File: src/rtl/pkt_tx_if.sv
// Handshake and frame bus between a packet requester and the pkt_tx_ctrl framer.
interface pkt_tx_if;
    logic        start;
    logic [7:0]  id;
    logic [31:0] payload;
    logic        ready;
    logic        busy;
    logic [63:0] pkt_din;
    logic        pkt_rec;
    logic        pkt_flg;
    logic        done;

    modport master (
        output start, id, payload,
        input  ready, busy, pkt_din, pkt_rec, pkt_flg, done
    );

    modport slave (
        input  start, id, payload,
        output ready, busy, pkt_din, pkt_rec, pkt_flg, done
    );
endinterface

File: src/rtl/pkt_tx_ctrl.sv
// Frame builder for the 64-bit packet shift register: assembles sync/id/payload/seq,
// computes a serial CRC-8 over the top 56 bits, then paces the load and shift strobes.
module pkt_tx_ctrl #(
    parameter logic [7:0] SYNC     = 8'hA5,
    parameter logic [7:0] CRC_POLY = 8'h07,
    parameter int         BIT_DIV  = 4
) (
    input  logic     clk,
    input  logic     rst,
    pkt_tx_if.slave  tx
);

    localparam logic [7:0] DIV_LAST = 8'(BIT_DIV - 1);

    typedef enum logic [2:0] {
        ST_IDLE,
        ST_CRC,
        ST_LOAD,
        ST_SHIFT,
        ST_DONE
    } state_e;

    state_e      state_q, state_d;
    logic [63:0] din_q, din_d;
    logic [7:0]  crc_q, crc_d;
    logic [5:0]  bitcnt_q, bitcnt_d;
    logic [7:0]  div_q, div_d;
    logic [7:0]  seq_q, seq_d;

    logic [5:0]  bit_idx;
    logic        crc_fb;
    logic [7:0]  crc_step;

    always_ff @(posedge clk) begin
        if (rst) begin
            state_q  <= ST_IDLE;
            din_q    <= '0;
            crc_q    <= '0;
            bitcnt_q <= '0;
            div_q    <= '0;
            seq_q    <= '0;
        end else begin
            state_q  <= state_d;
            din_q    <= din_d;
            crc_q    <= crc_d;
            bitcnt_q <= bitcnt_d;
            div_q    <= div_d;
            seq_q    <= seq_d;
        end
    end

    // The CRC walks the latched frame MSB first, one bit per cycle.
    assign bit_idx  = 6'd63 - bitcnt_q;
    assign crc_fb   = crc_q[7] ^ din_q[bit_idx];
    assign crc_step = {crc_q[6:0], 1'b0} ^ (crc_fb ? CRC_POLY : 8'h00);

    always_comb begin
        state_d  = state_q;
        din_d    = din_q;
        crc_d    = crc_q;
        bitcnt_d = bitcnt_q;
        div_d    = div_q;
        seq_d    = seq_q;
        case (state_q)
            ST_IDLE: begin
                if (tx.start) begin
                    din_d    = {SYNC, tx.id, tx.payload, seq_q, 8'h00};
                    crc_d    = 8'h00;
                    bitcnt_d = 6'd0;
                    state_d  = ST_CRC;
                end
            end
            ST_CRC: begin
                crc_d    = crc_step;
                bitcnt_d = bitcnt_q + 6'd1;
                if (bitcnt_q == 6'd55) begin
                    din_d[7:0] = crc_step;
                    bitcnt_d   = 6'd0;
                    state_d    = ST_LOAD;
                end
            end
            ST_LOAD: begin
                div_d    = 8'd0;
                bitcnt_d = 6'd0;
                state_d  = ST_SHIFT;
            end
            ST_SHIFT: begin
                // Strobe fires at the start of each period; the last bit still gets a full period.
                if (div_q == DIV_LAST) begin
                    div_d    = 8'd0;
                    bitcnt_d = bitcnt_q + 6'd1;
                    if (bitcnt_q == 6'd63) begin
                        state_d = ST_DONE;
                    end
                end else begin
                    div_d = div_q + 8'd1;
                end
            end
            ST_DONE: begin
                seq_d   = seq_q + 8'd1;
                state_d = ST_IDLE;
            end
            default: begin
                state_d = ST_IDLE;
            end
        endcase
    end

    always_comb begin
        tx.ready   = (state_q == ST_IDLE);
        tx.busy    = (state_q != ST_IDLE);
        tx.pkt_rec = (state_q == ST_LOAD);
        tx.pkt_flg = (state_q == ST_SHIFT) && (div_q == 8'd0);
        tx.done    = (state_q == ST_DONE);
        tx.pkt_din = din_q;
    end

endmodule
File: src/flat_wrapper.sv
// flat-port wrapper written by rule: the top's interface ports become plain ports
module pkt_tx_ctrl_flat 
#(
    parameter logic [7:0] SYNC     = 8'hA5,
    parameter logic [7:0] CRC_POLY = 8'h07,
    parameter int         BIT_DIV  = 4
)
  (clk, rst, tx_start, tx_id, tx_payload, tx_ready, tx_busy, tx_pkt_din, tx_pkt_rec, tx_pkt_flg, tx_done);
  pkt_tx_if tx_i ();
  input  logic clk;
  input  logic rst;
  input wire logic [$bits(tx_i.start)-1:0] tx_start;
  input wire logic [$bits(tx_i.id)-1:0] tx_id;
  input wire logic [$bits(tx_i.payload)-1:0] tx_payload;
  output wire logic [$bits(tx_i.ready)-1:0] tx_ready;
  output wire logic [$bits(tx_i.busy)-1:0] tx_busy;
  output wire logic [$bits(tx_i.pkt_din)-1:0] tx_pkt_din;
  output wire logic [$bits(tx_i.pkt_rec)-1:0] tx_pkt_rec;
  output wire logic [$bits(tx_i.pkt_flg)-1:0] tx_pkt_flg;
  output wire logic [$bits(tx_i.done)-1:0] tx_done;
  assign tx_i.start = tx_start;
  assign tx_i.id = tx_id;
  assign tx_i.payload = tx_payload;
  assign tx_ready = tx_i.ready;
  assign tx_busy = tx_i.busy;
  assign tx_pkt_din = tx_i.pkt_din;
  assign tx_pkt_rec = tx_i.pkt_rec;
  assign tx_pkt_flg = tx_i.pkt_flg;
  assign tx_done = tx_i.done;
  pkt_tx_ctrl #(.SYNC(SYNC), .CRC_POLY(CRC_POLY), .BIT_DIV(BIT_DIV)) u_core (.clk(clk), .rst(rst), .tx(tx_i));
endmodule
File: config.mk
export PLATFORM = sky130hd
export DESIGN_NAME = pkt_tx_ctrl_flat
export DESIGN_NICKNAME = d
export VERILOG_FILES = /design/src/rtl/pkt_tx_if.sv /design/src/rtl/pkt_tx_ctrl.sv /design/src/flat_wrapper.sv
export SDC_FILE = /design/constraint.sdc
export NUM_CORES = 1
export LEC_CHECK = 0
export CAP_MARGIN = 10
export CORE_MARGIN = 4
export CORE_UTILIZATION = 43
export DETAILED_ROUTE_END_ITERATION = 7
export GPL_ROUTABILITY_DRIVEN = 0
export PLACE_DENSITY_LB_ADDON = 0.3
export SETUP_SLACK_MARGIN = 0.15
export SLEW_MARGIN = 5
export SYNTH_ARGS = -nofsm -noshare
export SYNTH_HDL_FRONTEND = slang
export SYNTH_SLANG_ARGS = --single-unit
export TNS_END_PERCENT = 100
File: constraint.sdc
create_clock -name clk -period 3 [get_ports clk]
set_clock_uncertainty 0.05 [all_clocks]
set_input_delay 0.6 -clock clk [delete_from_list [all_inputs] [get_ports clk]]
set_output_delay 0.6 -clock clk [all_outputs]
set_load 0.05 [all_outputs]
==> results of run 1 <==
[what timing repair did]
action,in CTS,in global routing
endpoints found under the setup margin,1,0
endpoints found under the hold margin,0,0
gates resized for setup,1,0
buffers inserted,0,0
[per-stage QoR]
stage	std cells	utilization (%)	total power [W]	worst slack (ns)	cell area (um^2)
after detailed placement	702	56.5	0.00175	0.517	5270
final	717	58.3	0.00246	0.383	5440
after CTS	717	58.3	0.00248	0.360	5440
after floorplan	498	-	0.00159	0.682	4180
after global placement	702	56.5	0.00175	0.559	5270
after global routing	717	58.3	0.00257	0.226	5440
[Yosys cell counts, drive strengths merged, types with 3 or more instances]
cell / count / area (um^2)
nand2: 123 / 462
ha: 4 / 50.1
xor2: 7 / 61.3
dfxtp: 90 / 1800
mux2i: 5 / 50.1
nand2b: 3 / 18.8
o21ai: 12 / 60.1
nand4: 4 / 25.0
mux4: 13 / 323
xnor2: 5 / 43.8
o31ai: 4 / 45.1
nand3: 23 / 115
and3: 6 / 37.5
nor2: 35 / 131
a21oi: 73 / 365
or3: 3 / 18.8
inv: 6 / 22.5
nor3: 9 / 50.1
clkbuf: 28 / 105
nor3b: 5 / 37.5
buf: 14 / 118
[critical path, delay by kind of cell (launching register included)]
kind          cells  cell delay (ns)
buf+inv           1             0.87
flops             1             0.41
simple gates      1             0.35
[kinds of logic after synthesis]
group | share of synthesized area [%]
AND/OR/NAND/NOR | 23.4
AO/OA/AOI/OAI | 13.3
flip-flops | 43.3
buffers and inverters | 5.89
multiplexers | 9.23
XOR/XNOR | 3.61
adder cells (fa/ha/maj) | 1.20
other | 0.0901
[path summary, 6_finish.rpt]
check / slack (ns) / depth (start not counted) / endpoint / from
worst max-delay path: 0.38 / 2 / tx_ready / u_core.state_q[2]
worst min-delay path: 0.42 / 2 / u_core.tx.pkt_din[32] / u_core.tx.pkt_din[32]
worst max register to register: 0.52 / 8 / u_core.tx.pkt_din[2] / u_core.bitcnt_q[0]
worst min register to register: 0.42 / 2 / u_core.tx.pkt_din[32] / u_core.tx.pkt_din[32]
[flip-flops by register name, indices dropped and copies added, names as in the netlist]
| register | count |
|---|---|
| u_core.crc_q | 8 |
| u_core.state_q | 3 |
| u_core.seq_q | 8 |
| u_core.tx.pkt_din | 57 |
| u_core.bitcnt_q | 6 |
| u_core.div_q | 8 |
[power by group]
part	internal, W	total [W]	switching, W
registers	0.00123	0.00127	0.0000362
logic	0.000178	0.000458	0.000280
clock network	0.000300	0.000731	0.000432
[metal layers]
| layer | wire (um) | vias to the layer above |
|---|---|---|
| met2 | 5310 | 99 |
| met5 | 0 | - |
| met3 | 578 | 10 |
| met4 | 115 | 0 |
| met1 | 4720 | 1772 |
| li1 | - | 1868 |
[cell type report]
class,instances,share of cell area [%]
multi-input cells,360,39.3
flip-flops and latches,90,33.1
repair buffers,117,21.1
well taps,129,2.97
clock buffers,9,2.28
clock inverters,6,0.782
inverters,6,0.414
==> flow_metrics.env, run 1 <==
export IMPL_cts_root_buf="clkbuf_8"
export IMPL_antenna_found_initial=0
export IMPL_start_util_pct=44.6
export IMPL_syn_mean_instance_area_um2=8.41
export IMPL_grt_busiest_layer="met2"
export IMPL_ys_types=46
export IMPL_fillCellCount=857
export IMPL_setup_tns_ns=0
export IMPL_coreArea_um2=9330
export IMPL_ys_seq_area_share_pct=43.3
export IMPL_dp_hpwl_um=7840
export IMPL_final_max_slew_viol_count=0
export IMPL_synth_seq_cells=90
export IMPL_tightest_slew_ns=0.640
export IMPL_seqCellArea_um2=1800
export IMPL_hold_viol=0
export IMPL_synthArstFlopShare_pct=0
export IMPL_critPathRequiredTime_ns=2.35
export IMPL_cts_sinks=90
export IMPL_ant_nets=0
export IMPL_use_met1_pct=25.5
export IMPL_first_global_vias=3691
export IMPL_die_h_um=106
export IMPL_max_slew_margin_rel_pct=57.1
export IMPL_hp_class="reg2reg"
export IMPL_setup_violations=0
export IMPL_p_per_area_nw_per_um2=452
export IMPL_grtUsageTotal_pct=19.4
export IMPL_use_met3_pct=4.98
export IMPL_drt_iter0_drc=276
export IMPL_status="finished, final reports clean"
export IMPL_ir_drop_mv=0.214
export IMPL_drv_cap=0
export IMPL_route_vias_total=3749
export IMPL_critPathLaunchType="flip-flop"
export IMPL_drc=0
export IMPL_post_drt_wl_per_cell_um=15.0
export IMPL_cts_path_max_buffers=2
export IMPL_cts_buffers=9
export IMPL_final_cell_mix="122 x nand2_1, 104 x clkdlybuf4s50_1, 90 x dfxtp_1"
export IMPL_nets=631
export IMPL_power_leakage_nw=1.93
export IMPL_critPathArrivalTime_ns=1.97
export IMPL_grt_pass1_wl_um=18000
export IMPL_final_common_cell="nand2_1"
export IMPL_synth_edf_count=0
export IMPL_clkTransAtPathRegs_ns=0.09
export IMPL_use_met2_pct=31.9
export IMPL_critPathMaxStageDelay_ns=0.87
export IMPL_syn_to_final_growth_pct=30.6
export IMPL_die_area_um2=11300
export IMPL_rsz0062_at_grt="no"
export IMPL_drive_gt1_share_pct=7.14
export IMPL_crit_chain="nor3_2 > clkdlybuf4s50_1"
export IMPL_io_buffer_count=107
export IMPL_hold_ws_ns=0.425
export IMPL_wirelength_um=10700
export IMPL_ys_warn_count=0
export IMPL_worst_setup_path_type="reg2out"
export IMPL_n_antenna_cell=0
export IMPL_cts_tree="done"
export IMPL_layout_min_cycle_time_ns=2.62
export IMPL_syn_area_um2=4160
export IMPL_cp_max_fo=9
export IMPL_ys_dominant_reg_cell="dfxtp_1"
export IMPL_overflow=0
export IMPL_clock_latency_ns=0.35
export IMPL_grt_max_degree=42
export IMPL_rows=35
export IMPL_viasPerCell=5.23
export IMPL_crit_slowest_cell="clkdlybuf4s50_1"
export IMPL_cts_htree_levels=3
export IMPL_syn_instance_count=495
export IMPL_dr_pass1_iters=4
export IMPL_endpoint_kind="output port"
export IMPL_hold_buffers=0
export IMPL_io_pins=112
export IMPL_fmax_mhz=382
export IMPL_timing_final_crit_share_pct=87.2
export IMPL_fp_dieW_um=106
export IMPL_multiInputGateArea_um2=2140
No activity file was read; power rests on OpenSTA's default activity.
==> inputs of run 2 (changes only) <==
SLEW_MARGIN = 20   (was 5)
==> results of run 2 <==
No change in the layout: final DEF, timing and power equal those of run 1.
